--- src/rtl/mat_ops_param.sv ---
// Run-time-shaped matrix engine (transpose/add/scalar/multiply); latency = load beats + compute + result beats.
// Backpressure: in_ready only in LOAD, result index holds while out_ready is low; `define MAT_OPS_SAT_EN to saturate.
module mat_ops_param #(
  parameter int DW      = 8,
  parameter int MAX_DIM = 5,
  parameter int DIM_W   = $clog2(MAX_DIM + 1)
) (
  input  logic             clk,
  input  logic             rst_n,
  input  logic             start_op,
  input  logic [2:0]       op_sel,
  input  logic [DIM_W-1:0] dim_a_m,
  input  logic [DIM_W-1:0] dim_a_n,
  input  logic [DIM_W-1:0] dim_b_m,
  input  logic [DIM_W-1:0] dim_b_n,
  input  logic [DW-1:0]    scalar_k,
  input  logic             in_valid,
  output logic             in_ready,
  input  logic [DW-1:0]    in_a,
  input  logic [DW-1:0]    in_b,
  output logic             out_valid,
  input  logic             out_ready,
  output logic [DW-1:0]    out_data,
  output logic             out_last,
  output logic             busy,
  output logic             op_done,
  output logic             error_flag,
  output logic [1:0]       err_code
);
  localparam int DEPTH = MAX_DIM * MAX_DIM;
  localparam int AW    = (DEPTH > 1) ? $clog2(DEPTH) : 1;
  localparam int CNT_W = 2 * DIM_W;
  localparam int ACC_W = 2 * DW + DIM_W;

  localparam logic [2:0]       OP_TRN = 3'd0;
  localparam logic [2:0]       OP_ADD = 3'd1;
  localparam logic [2:0]       OP_SCL = 3'd2;
  localparam logic [2:0]       OP_MUL = 3'd3;
  localparam logic [DIM_W-1:0] D_ONE  = DIM_W'(1);
  localparam logic [DIM_W-1:0] D_MAX  = DIM_W'(MAX_DIM);
  localparam logic [CNT_W-1:0] C_ONE  = CNT_W'(1);

  typedef enum logic [2:0] {S_IDLE, S_LOAD, S_COMPUTE, S_OUTPUT, S_DONE, S_ERROR} state_t;
  state_t state, state_nxt;

  logic [2:0]       op_q;
  logic [DIM_W-1:0] am, an, bm, bn;
  logic [DW-1:0]    k_q;
  logic [1:0]       err_q;
  logic [CNT_W-1:0] idx, oi;
  logic [DIM_W-1:0] ri, ci, kk;
  logic [ACC_W-1:0] acc;

  logic [DW-1:0] a_mem [DEPTH];
  logic [DW-1:0] b_mem [DEPTH];
  logic [DW-1:0] c_mem [DEPTH];

  function automatic logic [AW-1:0] addr(input logic [CNT_W-1:0] v);
    return AW'(v);
  endfunction

  function automatic logic [CNT_W-1:0] lin(input logic [DIM_W-1:0] r,
                                           input logic [DIM_W-1:0] w,
                                           input logic [DIM_W-1:0] c);
    return CNT_W'(r) * CNT_W'(w) + CNT_W'(c);
  endfunction

  function automatic logic [DW-1:0] fit(input logic [ACC_W-1:0] v);
`ifdef MAT_OPS_SAT_EN
    logic [ACC_W-1:0] elem_max;
    elem_max = {{(ACC_W-DW){1'b0}}, {DW{1'b1}}};
    if (v > elem_max) return {DW{1'b1}};
`endif
    return v[DW-1:0];
  endfunction

  function automatic logic dim_bad(input logic [DIM_W-1:0] d);
    return (d == '0) || (d > D_MAX);
  endfunction

  // Command screening runs on the live inputs so the error is known on the start_op edge.
  logic       cmd_uses_b;
  logic [1:0] cmd_err;
  always_comb begin
    cmd_uses_b = (op_sel == OP_ADD) || (op_sel == OP_MUL);
    cmd_err    = 2'd0;
    if (op_sel > OP_MUL)
      cmd_err = 2'd3;
    else if (dim_bad(dim_a_m) || dim_bad(dim_a_n) ||
             (cmd_uses_b && (dim_bad(dim_b_m) || dim_bad(dim_b_n))))
      cmd_err = 2'd1;
    else if ((op_sel == OP_ADD) && ((dim_a_m != dim_b_m) || (dim_a_n != dim_b_n)))
      cmd_err = 2'd2;
    else if ((op_sel == OP_MUL) && (dim_a_n != dim_b_m))
      cmd_err = 2'd2;
  end

  logic             is_mul, uses_b, load_hs, load_last, cmp_last, out_end;
  logic [CNT_W-1:0] na, nb, n_beats, n_out;
  logic [DIM_W-1:0] col_lim;
  always_comb begin
    is_mul    = (op_q == OP_MUL);
    uses_b    = (op_q == OP_ADD) || is_mul;
    na        = CNT_W'(am) * CNT_W'(an);
    nb        = CNT_W'(bm) * CNT_W'(bn);
    n_beats   = (uses_b && (nb > na)) ? nb : na;
    n_out     = is_mul ? CNT_W'(am) * CNT_W'(bn) : na;
    col_lim   = is_mul ? bn : an;
    load_hs   = (state == S_LOAD) && in_valid;
    load_last = (idx == n_beats - C_ONE);
    cmp_last  = (ri == am - D_ONE) && (ci == col_lim - D_ONE) && (!is_mul || (kk == an - D_ONE));
    out_end   = (oi == n_out - C_ONE);
  end

  // Multiply walks (ri, ci, kk) with kk innermost; the other ops walk A row-major via (ri, ci).
  logic [CNT_W-1:0] a_idx, b_idx, c_idx;
  logic [DW-1:0]    a_elem, b_elem, c_dat;
  logic [ACC_W-1:0] prod, acc_sum;
  logic             c_we;
  always_comb begin
    a_idx   = lin(ri, an, is_mul ? kk : ci);
    b_idx   = is_mul ? lin(kk, bn, ci) : a_idx;
    a_elem  = a_mem[addr(a_idx)];
    b_elem  = b_mem[addr(b_idx)];
    prod    = ACC_W'(a_elem) * ACC_W'(is_mul ? b_elem : k_q);
    acc_sum = acc + prod;
    c_we    = (state == S_COMPUTE);
    c_idx   = a_idx;
    c_dat   = a_elem;
    case (op_q)
      OP_TRN: c_idx = lin(ci, am, ri);
      OP_ADD: c_dat = fit(ACC_W'(a_elem) + ACC_W'(b_elem));
      OP_SCL: c_dat = fit(prod);
      default: begin
        c_we  = (state == S_COMPUTE) && (kk == an - D_ONE);
        c_idx = lin(ri, bn, ci);
        c_dat = fit(acc_sum);
      end
    endcase
  end

  always_ff @(posedge clk or negedge rst_n) begin
    if (!rst_n) state <= S_IDLE;
    else        state <= state_nxt;
  end

  always_comb begin
    state_nxt  = state;
    in_ready   = 1'b0;
    out_valid  = 1'b0;
    out_data   = '0;
    out_last   = 1'b0;
    busy       = 1'b0;
    op_done    = 1'b0;
    error_flag = 1'b0;
    case (state)
      S_IDLE: if (start_op) state_nxt = (cmd_err != 2'd0) ? S_ERROR : S_LOAD;
      S_LOAD: begin
        in_ready = 1'b1;
        busy     = 1'b1;
        if (in_valid && load_last) state_nxt = S_COMPUTE;
      end
      S_COMPUTE: begin
        busy = 1'b1;
        if (cmp_last) state_nxt = S_OUTPUT;
      end
      S_OUTPUT: begin
        busy      = 1'b1;
        out_valid = 1'b1;
        out_data  = c_mem[addr(oi)];
        out_last  = out_end;
        if (out_ready && out_end) state_nxt = S_DONE;
      end
      S_DONE: begin
        op_done   = 1'b1;
        state_nxt = S_IDLE;
      end
      S_ERROR: begin
        error_flag = 1'b1;
        if (start_op) state_nxt = S_IDLE;
      end
      default: state_nxt = S_IDLE;
    endcase
  end

  assign err_code = err_q;

  always_ff @(posedge clk or negedge rst_n) begin
    if (!rst_n) begin
      op_q  <= '0;
      am    <= '0;
      an    <= '0;
      bm    <= '0;
      bn    <= '0;
      k_q   <= '0;
      err_q <= '0;
      idx   <= '0;
      oi    <= '0;
      ri    <= '0;
      ci    <= '0;
      kk    <= '0;
      acc   <= '0;
    end else begin
      case (state)
        S_IDLE: begin
          idx <= '0;
          oi  <= '0;
          ri  <= '0;
          ci  <= '0;
          kk  <= '0;
          acc <= '0;
          if (start_op) begin
            op_q  <= op_sel;
            am    <= dim_a_m;
            an    <= dim_a_n;
            bm    <= dim_b_m;
            bn    <= dim_b_n;
            k_q   <= scalar_k;
            err_q <= cmd_err;
          end
        end
        S_LOAD: if (in_valid) idx <= idx + C_ONE;
        S_COMPUTE: begin
          if (is_mul) begin
            if (kk == an - D_ONE) begin
              kk  <= '0;
              acc <= '0;
              if (ci == bn - D_ONE) begin
                ci <= '0;
                ri <= ri + D_ONE;
              end else begin
                ci <= ci + D_ONE;
              end
            end else begin
              kk  <= kk + D_ONE;
              acc <= acc_sum;
            end
          end else if (ci == an - D_ONE) begin
            ci <= '0;
            ri <= ri + D_ONE;
          end else begin
            ci <= ci + D_ONE;
          end
        end
        S_OUTPUT: if (out_ready) oi <= oi + C_ONE;
        S_ERROR:  if (start_op) err_q <= 2'd0;
        default: ;
      endcase
    end
  end

  // Buffers are plain storage and deliberately survive reset.
  always_ff @(posedge clk) begin
    if (load_hs) begin
      if (idx < na)            a_mem[addr(idx)] <= in_a;
      if (uses_b && (idx < nb)) b_mem[addr(idx)] <= in_b;
    end
    if (c_we) c_mem[addr(c_idx)] <= c_dat;
  end

endmodule

--- config.mk ---
export PLATFORM = sky130hd
export DESIGN_NAME = mat_ops_param
export DESIGN_NICKNAME = d
export VERILOG_FILES = /design/src/rtl/mat_ops_param.sv
export SDC_FILE = /design/constraint.sdc
export NUM_CORES = 1
export LEC_CHECK = 0
export CAP_MARGIN = 25
export CELL_PAD_IN_SITES_DETAIL_PLACEMENT = 1
export CELL_PAD_IN_SITES_GLOBAL_PLACEMENT = 1
export CORE_MARGIN = 2
export CORE_UTILIZATION = 40
export DETAILED_ROUTE_END_ITERATION = 8
export GPL_ROUTABILITY_DRIVEN = 0
export PLACE_DENSITY_LB_ADDON = 0.1
export SETUP_SLACK_MARGIN = 0.02
export SYNTH_ARGS = -nofsm -noshare
export SYNTH_HDL_FRONTEND = slang
export SYNTH_SLANG_ARGS = --single-unit
--- constraint.sdc ---
create_clock -name clk -period 24.3 [get_ports clk]
set_input_delay 4.86 -clock clk [delete_from_list [all_inputs] [get_ports clk]]
set_output_delay 4.86 -clock clk [all_outputs]
set_load 0.02 [all_outputs]
== Word-level counts from Yosys, hierarchy flattened ==
Memory sizes are Yosys's and may differ from the RTL's.
Cells that the tools add are included.
Operators by class
  add/subtract/negate cells: 17
  multiply operators: 8
  order comparisons: 8
  equal/unequal tests: 31
  multiplexer cells: 58
  reduce and logical (&&, ||, !) cells: 45
Operators by type and width (count)
  3-bit two-way mux: 18
  19-bit two-way mux: 2
  19-bit one-hot mux with 2 select lines: 1
  6-bit two-way mux: 4
  6-bit one-hot mux with 2 select lines: 2
  8-bit one-hot mux with 3 select lines: 1
  5-bit by 3-bit adder with 5-bit output: 4
  3-bit by 3-bit multiplier with 5-bit output: 4
  19-bit by 16-bit adder with 19-bit output: 1
  3-bit zero test: 6
  3-bit by 3-bit multiplier with 6-bit output: 3
  3-bit one-hot mux with 2 select lines: 3
  8-bit by 8-bit multiplier with 16-bit output: 1
  8-bit two-way mux: 2
  3-bit by 2-bit equality test with 1-bit output (second input constant): 5
  3-bit equality test: 5
  1-bit two-way mux: 15
  3-bit one-hot mux with 5 select lines: 1
  2-bit inequality test (second input constant): 7
  6-bit by 1-bit adder with 6-bit output (second input constant): 2
  6-bit equality test: 2
  3-bit > comparator (second input constant): 4
  6-bit < comparator: 2
  2-bit two-way mux: 6
  24 further kinds: 66
Word-level totals
  bits in registers: 68
  bits in writable memories: 600
  bits of input ports: 44
  output and inout port bits: 16
  word-level logic and storage cells: 184
  memories: 3
Memories
  a_mem: depth 25, bits a word 8, read ports 1, clocked after memory_dff 0, write ports 1, line 54  | logic [DW-1:0] a_mem [DEPTH];
  b_mem: depth 25, bits a word 8, read ports 1, clocked after memory_dff 0, write ports 1, line 55  | logic [DW-1:0] b_mem [DEPTH];
  c_mem: depth 25, bits a word 8, read ports 1, clocked after memory_dff 0, write ports 1, line 56  | logic [DW-1:0] c_mem [DEPTH];

== Longest topological paths before layout ==
Gate-level depths: netlist of the first run.
  depth in word-level cells: 11
  depth in mapped cells: 40
  mapped depth without buffers: 33

== Worst setup path after synthesis of the first run ==
OpenSTA, ideal clock, no wires.
  kind: register -> register
  from: register op_q[0]
  to: memory c_mem[0][7] (data pin)
  setup time: 0.348 ns
  arrival time: 9.118 ns
  data required time: 23.952 ns
  path slack: 14.834 ns
  cell stages (with the launch flop): 38
  buffers on the path: 8
  period minus slack after synthesis: 9.466 ns
  cell sequence: dfrtp_1 > buf_6 > and3b_1 > buf_6 > buf_6 > buf_6 > clkbuf_1 > buf_1 > a21oi_1 > fa_1 > inv_1 > fa_1 > buf_2 > mux2_4 > clkbuf_1 > nor2_1 > nand3_1 > and4_1 > (+2 left out) > or2_2 > fa_1 > fa_1 > inv_1 > ha_1 > fa_1 > ha_1 > a21o_1 > a21oi_1 > xnor2_1 > nor2_1 > mux2i_1 > nand3_1 > nor3_2 > xnor3_1 > xnor2_2 > a2bb2oi_1 > a2bb2oi_1
On the way
  longest elaborated chain between the ends: 9
  elaborated cells on any way between the ends: 14
  classes of those cells: 3 x add/sub; 1 x mul; 3 x eq/ne; 4 x mux; 1 x reduce/logical; 2 x memory
RTL lines
  from (decl): line 46  | logic [2:0] op_q;
  from (signal assigned): line 213  | op_q <= op_sel;
  3-bit by 2-bit equality test with 1-bit output: line 102  | is_mul = (op_q == OP_MUL);
  3-bit two-way mux: line 121  | a_idx = lin(ri, an, is_mul ? kk : ci);
  5-bit by 3-bit adder with 5-bit output: line 65  | return CNT_W'(r) * CNT_W'(w) + CNT_W'(c);
  5-bit two-way mux: line 122  | b_idx = is_mul ? lin(kk, bn, ci) : a_idx;
  memory read 25 x 8 bit
  8-bit two-way mux: line 125  | prod = ACC_W'(a_elem) * ACC_W'(is_mul ? b_elem : k_q);
  8-bit by 8-bit multiplier with 16-bit output: line 125
  19-bit by 16-bit adder with 19-bit output: line 126  | acc_sum = acc + prod;
  8-bit one-hot mux with 3 select lines (*): line 130  | case (op_q)
  net c_dat[7]: line 117  | logic [DW-1:0] a_elem, b_elem, c_dat;
  to (decl): line 56
Mark *: on every way through the listed nets, which the timed path passes. The rest lies on a longest branch.

== Final worst setup path of the first run ==
  from: register op_q[1]
  to: memory c_mem[18][7] (data pin)
The elaborated chain is that of the path after synthesis.

==> flow_summary.toml, run 1 <==
[status]
status = "finished clean"

[grt]
grt_pass1_wl_mm = 132
overflow = 0
grt_max_degree = 59
antenna_found_initial = 1
groute.usage.overall_pct = 21.8
grt_pass1_vias = 20000

[clock_tree]
cts_buffers = 75
clk_pin_slew_worst_paths_ns = 0.06
htree_num_levels = 3
cts_setup_buffers = 0
cts_sinks = 657
cts_buffer_depth = 3
cts_resized = 0
clockRootBuffer = "clkbuf_16"
cts-hold-fix-buffers = 0
clk_latency_ns = 0.65
cts_tree = "done"

[routing]
drc = 0
wl_per_cell_um = 26.0
vias = 18500
drtPass1Iterations = 5
final_antenna_net_count = 0
drtIter0Drc = 1174
routed_wirelength_mm = 87.1
viasPerCell = 5.52

[synth]
yosysSeqAreaShare_pct = 61.4
syn_area_per_cell_um2 = 14.7
syn_area_um2 = 31700
ys_seq_elements = 657
synth_edf_count = 600
ys_types = 78
synth_nets = 2341
syn_inst = 2158
synth_warnings = 0
synthArstFlopShare_pct = 8.68
ys.flop_type = "edfxtp_1"

[place]
dpl_cell_area_um2 = 33400
dpl.hpwl_mm = 60.5
io_buffer_count = 59
detailedPlace.worstSlack_ns = 13.68

[pwr]
p_int_mw = 3.02
swShare_pct = 38.1
p_clk_share_pct = 23.3
p_comb_share_pct = 42.5
seqPwrFrac_pct = 34.2
p_per_area_nw_per_um2 = 135
p_leak_nw = 12.6
max-vdd-ir-drop_mv = 0.199
p_sw_mw = 1.85

[floorplanning]
core_um2 = 78700
pin_count = 60
initial_utilization_pct = 40.2
dieArea_um2 = 81500
row_count = 103
die_w_um = 285
die_h_um = 285

[hold_path]
min_to = "err_code[0]$_DFFE_PN0P_"
holdPathStages = 2
min_from = "err_code[0]$_DFFE_PN0P_"
min_path_type = "register to register"

[sta]
fin_crit_sh_pct = 43.7
max_freq_ghz = 0.0943
rsz0062_at_grt = "no"
drv_slew = 0
finalCriticalPeriod_ns = 10.61
finClkSkew_ns = 0.0338
worst_pin_slew_ns = 1.08
holdWs_ns = 0.483
finalSetupTns_ns = 0
worst_slack_ns = 13.69
timing.slew.headroom_pct = 27.6
setup_viol = 0
final_hold_viol_count = 0

[layout]
area_delta_synth_final_pct = 14.0
mostFrequentLayoutCell = "edfxtp_1"
most-common-layout-cells = "600 x edfxtp_1, 243 x nand2_1, 157 x nor2_1"
stdcell_area_um2 = 36100
post-route-util_pct = 45.9
nNetsFinal = 2419
antenna_cells = 0
fillCellCount = 7747
drive_above_1_share_pct = 15.6

[setup_path]
r2r_setup_slack_ns = 13.69
crit_type = "register to register"
worstPathMaxFanout = 41
endpoint_kind = "register"
critPathMaxStageDelay_ns = 0.81
cp_slowest_cell = "dfrtp_1"
critPathMostFrequentCell = "fa_1"
worstPathArrival_ns = 10.89
crit_buf_inv = 5
reg2reg_from = "op_q[1]$_DFFE_PN0P_"
cp_top_family = "adder cells"
worstRegToRegCells = 32
critPathRequiredTime_ns = 24.58
r2r-end = "c_mem[18][7]$_DFFE_PP_"
start_kind = "register"

[run]
cap_violations = 0
-- cell families (layout without fill, tap and decap cells) --
group / count (synthesis) / count (layout) / synth area share, %
buf+inv: 189 / 328 / 2.73
flops: 657 / 657 / 61.4
simple gates: 582 / 582 / 8.30
mux: 229 / 229 / 13.0
compound gates: 266 / 266 / 5.57
xor+xnor: 96 / 96 / 2.81
fa+ha+maj: 139 / 139 / 6.25
-- per-stage QoR --
stage | total power [mW] | cells
floorplan | 3.02 | 2158
global placement | 3.65 | 3183
detailed placement | 3.77 | 3194
CTS | 4.92 | 3332
global route | 5.18 | 3347
finish | 4.87 | 3347
-- tightest hold or removal path, stage by stage (launching register included) --
cell	delay, ns
dfrtp_1	0.34
nand2_1	0.05
o21ai_0	0.06
-- power groups by stage --
stage	registers [mW]	logic (mW)	clock network, mW
floorplan	1.64	1.39	0
global placement	1.69	1.96	0
detailed placement	1.69	2.08	0
CTS	1.67	2.09	1.16
global route	1.67	2.30	1.20
finish	1.67	2.07	1.14
-- cell usage after synthesis, types with 5 or more instances --
| cell type | number | area, um^2 |
|---|---|---|
| a211oi_1 | 27 | 203 |
| a21o_1 | 17 | 128 |
| a21oi_1 | 58 | 290 |
| a221oi_1 | 6 | 52.6 |
| a22o_1 | 6 | 52.6 |
| a22oi_1 | 10 | 75.1 |
| a31oi_1 | 8 | 50.1 |
| a32oi_1 | 13 | 114 |
| and2_1 | 46 | 288 |
| and3_1 | 6 | 37.5 |
| buf_1 | 14 | 52.6 |
| buf_2 | 23 | 115 |
| buf_4 | 14 | 105 |
| buf_6 | 10 | 113 |
| clkbuf_1 | 51 | 191 |
| dfrtp_1 | 57 | 1430 |
| edfxtp_1 | 600 | 18000 |
| fa_1 | 32 | 641 |
| ha_1 | 107 | 1340 |
| inv_1 | 76 | 285 |
| mux2_2 | 13 | 146 |
| mux2i_1 | 71 | 711 |
| mux4_2 | 137 | 3090 |
| nand2_1 | 243 | 912 |
| nand2b_1 | 19 | 119 |
| nand3_1 | 37 | 185 |
| nand3b_1 | 5 | 37.5 |
| nand4_1 | 12 | 75.1 |
| nor2_1 | 157 | 589 |
| nor2b_1 | 10 | 62.6 |
| nor3_1 | 14 | 70.1 |
| o211ai_1 | 14 | 105 |
| o21ai_0 | 55 | 275 |
| o21ai_1 | 9 | 45.0 |
| o21bai_1 | 8 | 60.1 |
| o22a_1 | 5 | 43.8 |
| or2_2 | 11 | 68.8 |
| or3_1 | 6 | 37.5 |
| xnor2_1 | 55 | 482 |
| xor2_1 | 36 | 315 |
-- per-layer routing --
layer	vias to the layer above	routed length (um)	track usage, %
li1	8308	-	-
met1	9674	38800	29.8
met2	356	42400	36.1
met3	132	3320	3.12
met4	0	2570	7.00
met5	-	0	0
-- worst max-delay path by stage --
stage | startpoint | endpoint | depth (start not counted)
after floorplan | op_q[0]$_DFFE_PN0P_ | c_mem[0][7]$_DFFE_PP_ | 37
after global placement | op_q[1]$_DFFE_PN0P_ | c_mem[0][7]$_DFFE_PP_ | 32
after detailed placement | op_q[1]$_DFFE_PN0P_ | c_mem[16][7]$_DFFE_PP_ | 32
after CTS | op_q[1]$_DFFE_PN0P_ | c_mem[18][7]$_DFFE_PP_ | 32
after global routing | op_q[1]$_DFFE_PN0P_ | c_mem[18][7]$_DFFE_PP_ | 32
final | op_q[1]$_DFFE_PN0P_ | c_mem[18][7]$_DFFE_PP_ | 32
-- cell type report --
type	instances	area (um^2)	share of cell area [%]
sequential	657	19400	53.8
multi-input combinational	1312	11500	31.7
clock buffer	88	1930	5.33
tap	1050	1310	3.64
timing repair buffer	113	1140	3.16
clock inverter	50	557	1.54
inverter	77	289	0.800
-- registers in the layout (all words and copies together), names as in the netlist, 6 cells and up --
signal  count
oi          6
b_mem     200
idx         6
c_mem     200
k_q         8
acc         8
a_mem     200
No activity file was read; power rests on OpenSTA's default activity.
==> inputs of run 2 (changes only) <==
- clock period: 24.3 -> 8.8 ns (I/O delays scaled with it)
==> flow_summary.toml, run 2 (same netlist as run 1, synthesis figures left out) <==
[setup_path]
critPathRequiredTime_ns = 9.16
critPathMostFrequentCell = "fa_1"
worstPathArrival_ns = 8.65
r2r-end = "c_mem[1][7]$_DFFE_PP_"
r2r_setup_slack_ns = 0.51
start_kind = "register"
crit_type = "register to register"
endpoint_kind = "register"
cp_slowest_cell = "fa_2"
worstRegToRegCells = 32
critPathMaxStageDelay_ns = 0.57
worstPathMaxFanout = 13
reg2reg_from = "ri[1]$_DFFE_PN0P_"

[place]
io_buffer_count = 59
dpl.hpwl_mm = 62.0
detailedPlace.worstSlack_ns = -0.108

[clock_tree]
cts_tree = "done"
clk_latency_ns = 0.63
cts_buffers = 73
cts-hold-fix-buffers = 0
htree_num_levels = 3
cts_sinks = 657
clk_pin_slew_worst_paths_ns = 0.06
clockRootBuffer = "clkbuf_16"
cts_buffer_depth = 3

[layout]
most-common-layout-cells = "600 x edfxtp_1, 243 x nand2_1, 153 x nor2_1"
drive_above_1_share_pct = 18.7
reg.largest.list = "a_mem: 200 flops, b_mem: 200 flops, c_mem: 200 flops"
fillCellCount = 7732
area_delta_synth_final_pct = 16.4
mostFrequentLayoutCell = "edfxtp_1"
nNetsFinal = 2492

[grt]
overflow = 0
grt_pass1_wl_mm = 134
groute.usage.overall_pct = 22.1
grt_max_degree = 58
grt_pass1_vias = 20400
antenna_found_initial = 0

[pwr]
p_leak_nw = 13.1
p_per_area_nw_per_um2 = 380
power_mw = 14.0
max-vdd-ir-drop_mv = 0.589

[sta]
timing.slew.headroom_pct = 26.8
worst_pin_slew_ns = 1.09
final_hold_viol_count = 0
worst_slack_ns = 0.511
setup_viol = 0
rsz0062_at_grt = "no"
drv_slew = 0
max_freq_ghz = 0.121
finClkSkew_ns = 0.0309
finalSetupTns_ns = 0
finalCriticalPeriod_ns = 8.29
fin_crit_sh_pct = 94.2
holdWs_ns = 0.498

[run]
cap_violations = 0

[status]
status = "finished clean"

[hold_path]
min_path_type = "register to register"
min_to = "acc[5]$_DFFE_PN0P_"
holdPathStages = 2
min_from = "acc[5]$_DFFE_PN0P_"

[floorplanning]
initial_utilization_pct = 40.2
dieArea_um2 = 81500
core_um2 = 78700
pin_count = 60
die_h_um = 285
row_count = 103
die_w_um = 285

[routing]
top_layer = "met4"
met3_length_mm = 3.74
met1Wirelength_mm = 39.6
vias = 18700
drtIter0Drc = 1220
wl_per_cell_um = 25.9
viasPerCell = 5.49
drtPass1Iterations = 5
final_antenna_net_count = 0
routed_wirelength_mm = 88.4
drc = 0
wl_met2_mm = 42.5
run 2: changes by cell type in the layout (fill, tap and decap cells not counted), sizes merged:
cell	delta
inv	-3
buf	+71
diode	+1
bufinv	+1
clkinv	-1
clkbuf	+2
a2bb2oi	+1
clkinvlp	-5
run 2: how the worst max path moves through the flow:
stage                         from                endpoint  slack [ns]
5_1_grt          ri[1]$_DFFE_PN0P_   c_mem[1][7]$_DFFE_PP_        0.06
2_1_floorplan  op_q[0]$_DFFE_PN0P_   c_mem[0][7]$_DFFE_PP_        0.05
4_1_cts          ri[1]$_DFFE_PN0P_  c_mem[10][7]$_DFFE_PP_        0.03
3_3_place_gp     bn[2]$_DFFE_PN0P_   c_mem[2][7]$_DFFE_PP_        0.01
6_report         ri[1]$_DFFE_PN0P_   c_mem[1][7]$_DFFE_PP_        0.51
3_5_place_dp     bn[2]$_DFFE_PN0P_   c_mem[1][7]$_DFFE_PP_       -0.11
run 2: layer usage:
layer  global-route usage (%)  up-vias
met5                        0        -
met4                     7.08        0
met3                     3.74      130
met2                     36.5      359
met1                     30.0     9793
li1                         -     8444
run 2: stage by stage:
step | instances | utilization, % | area [um^2]
floorplan | 2158 | - | 31700
global placement | 3251 | 43.1 | 33900
detailed placement | 3263 | 43.3 | 34100
CTS | 3396 | 46.4 | 36600
global route | 3413 | 46.8 | 36900
finish | 3414 | 46.8 | 36900
run 2: worst max-delay path: cells and delay by family, from the launching register on:
kind	cells	cell delay, ns
AO/OA/AOI/OAI	4	0.52
XOR/XNOR	4	0.87
adder cells (fa/ha/maj)	8	3.64
buffers and inverters	5	0.60
flip-flops	1	0.44
multiplexers	2	0.52
AND/OR/NAND/NOR	9	1.43
run 2: layout make-up:
type	count	area, um^2	area share [%]
sequential	657	19400	52.7
multi-input combinational	1313	11600	31.3
clock buffer	87	1890	5.12
timing repair buffer	187	1870	5.07
tap	1050	1310	3.56
clock inverter	42	504	1.37
inverter	77	289	0.784
antenna	1	2.50	0.00679
run 2: repair_timing:
item	in CTS	in global routing
resized for setup	5	13
pin swaps	0	4
setup buffers	3	0
gates cloned	1	0
setup endpoints to repair	25	26
run 2: report_power, final:
part           total (mW)  leakage (nW)  switching [mW]  internal [mW]
logic                6.45          5.75            3.86           2.59
registers            4.51          6.14           0.137           4.37
clock network        3.06          1.17            1.28           1.78
total                14.0          13.1            5.27           8.75
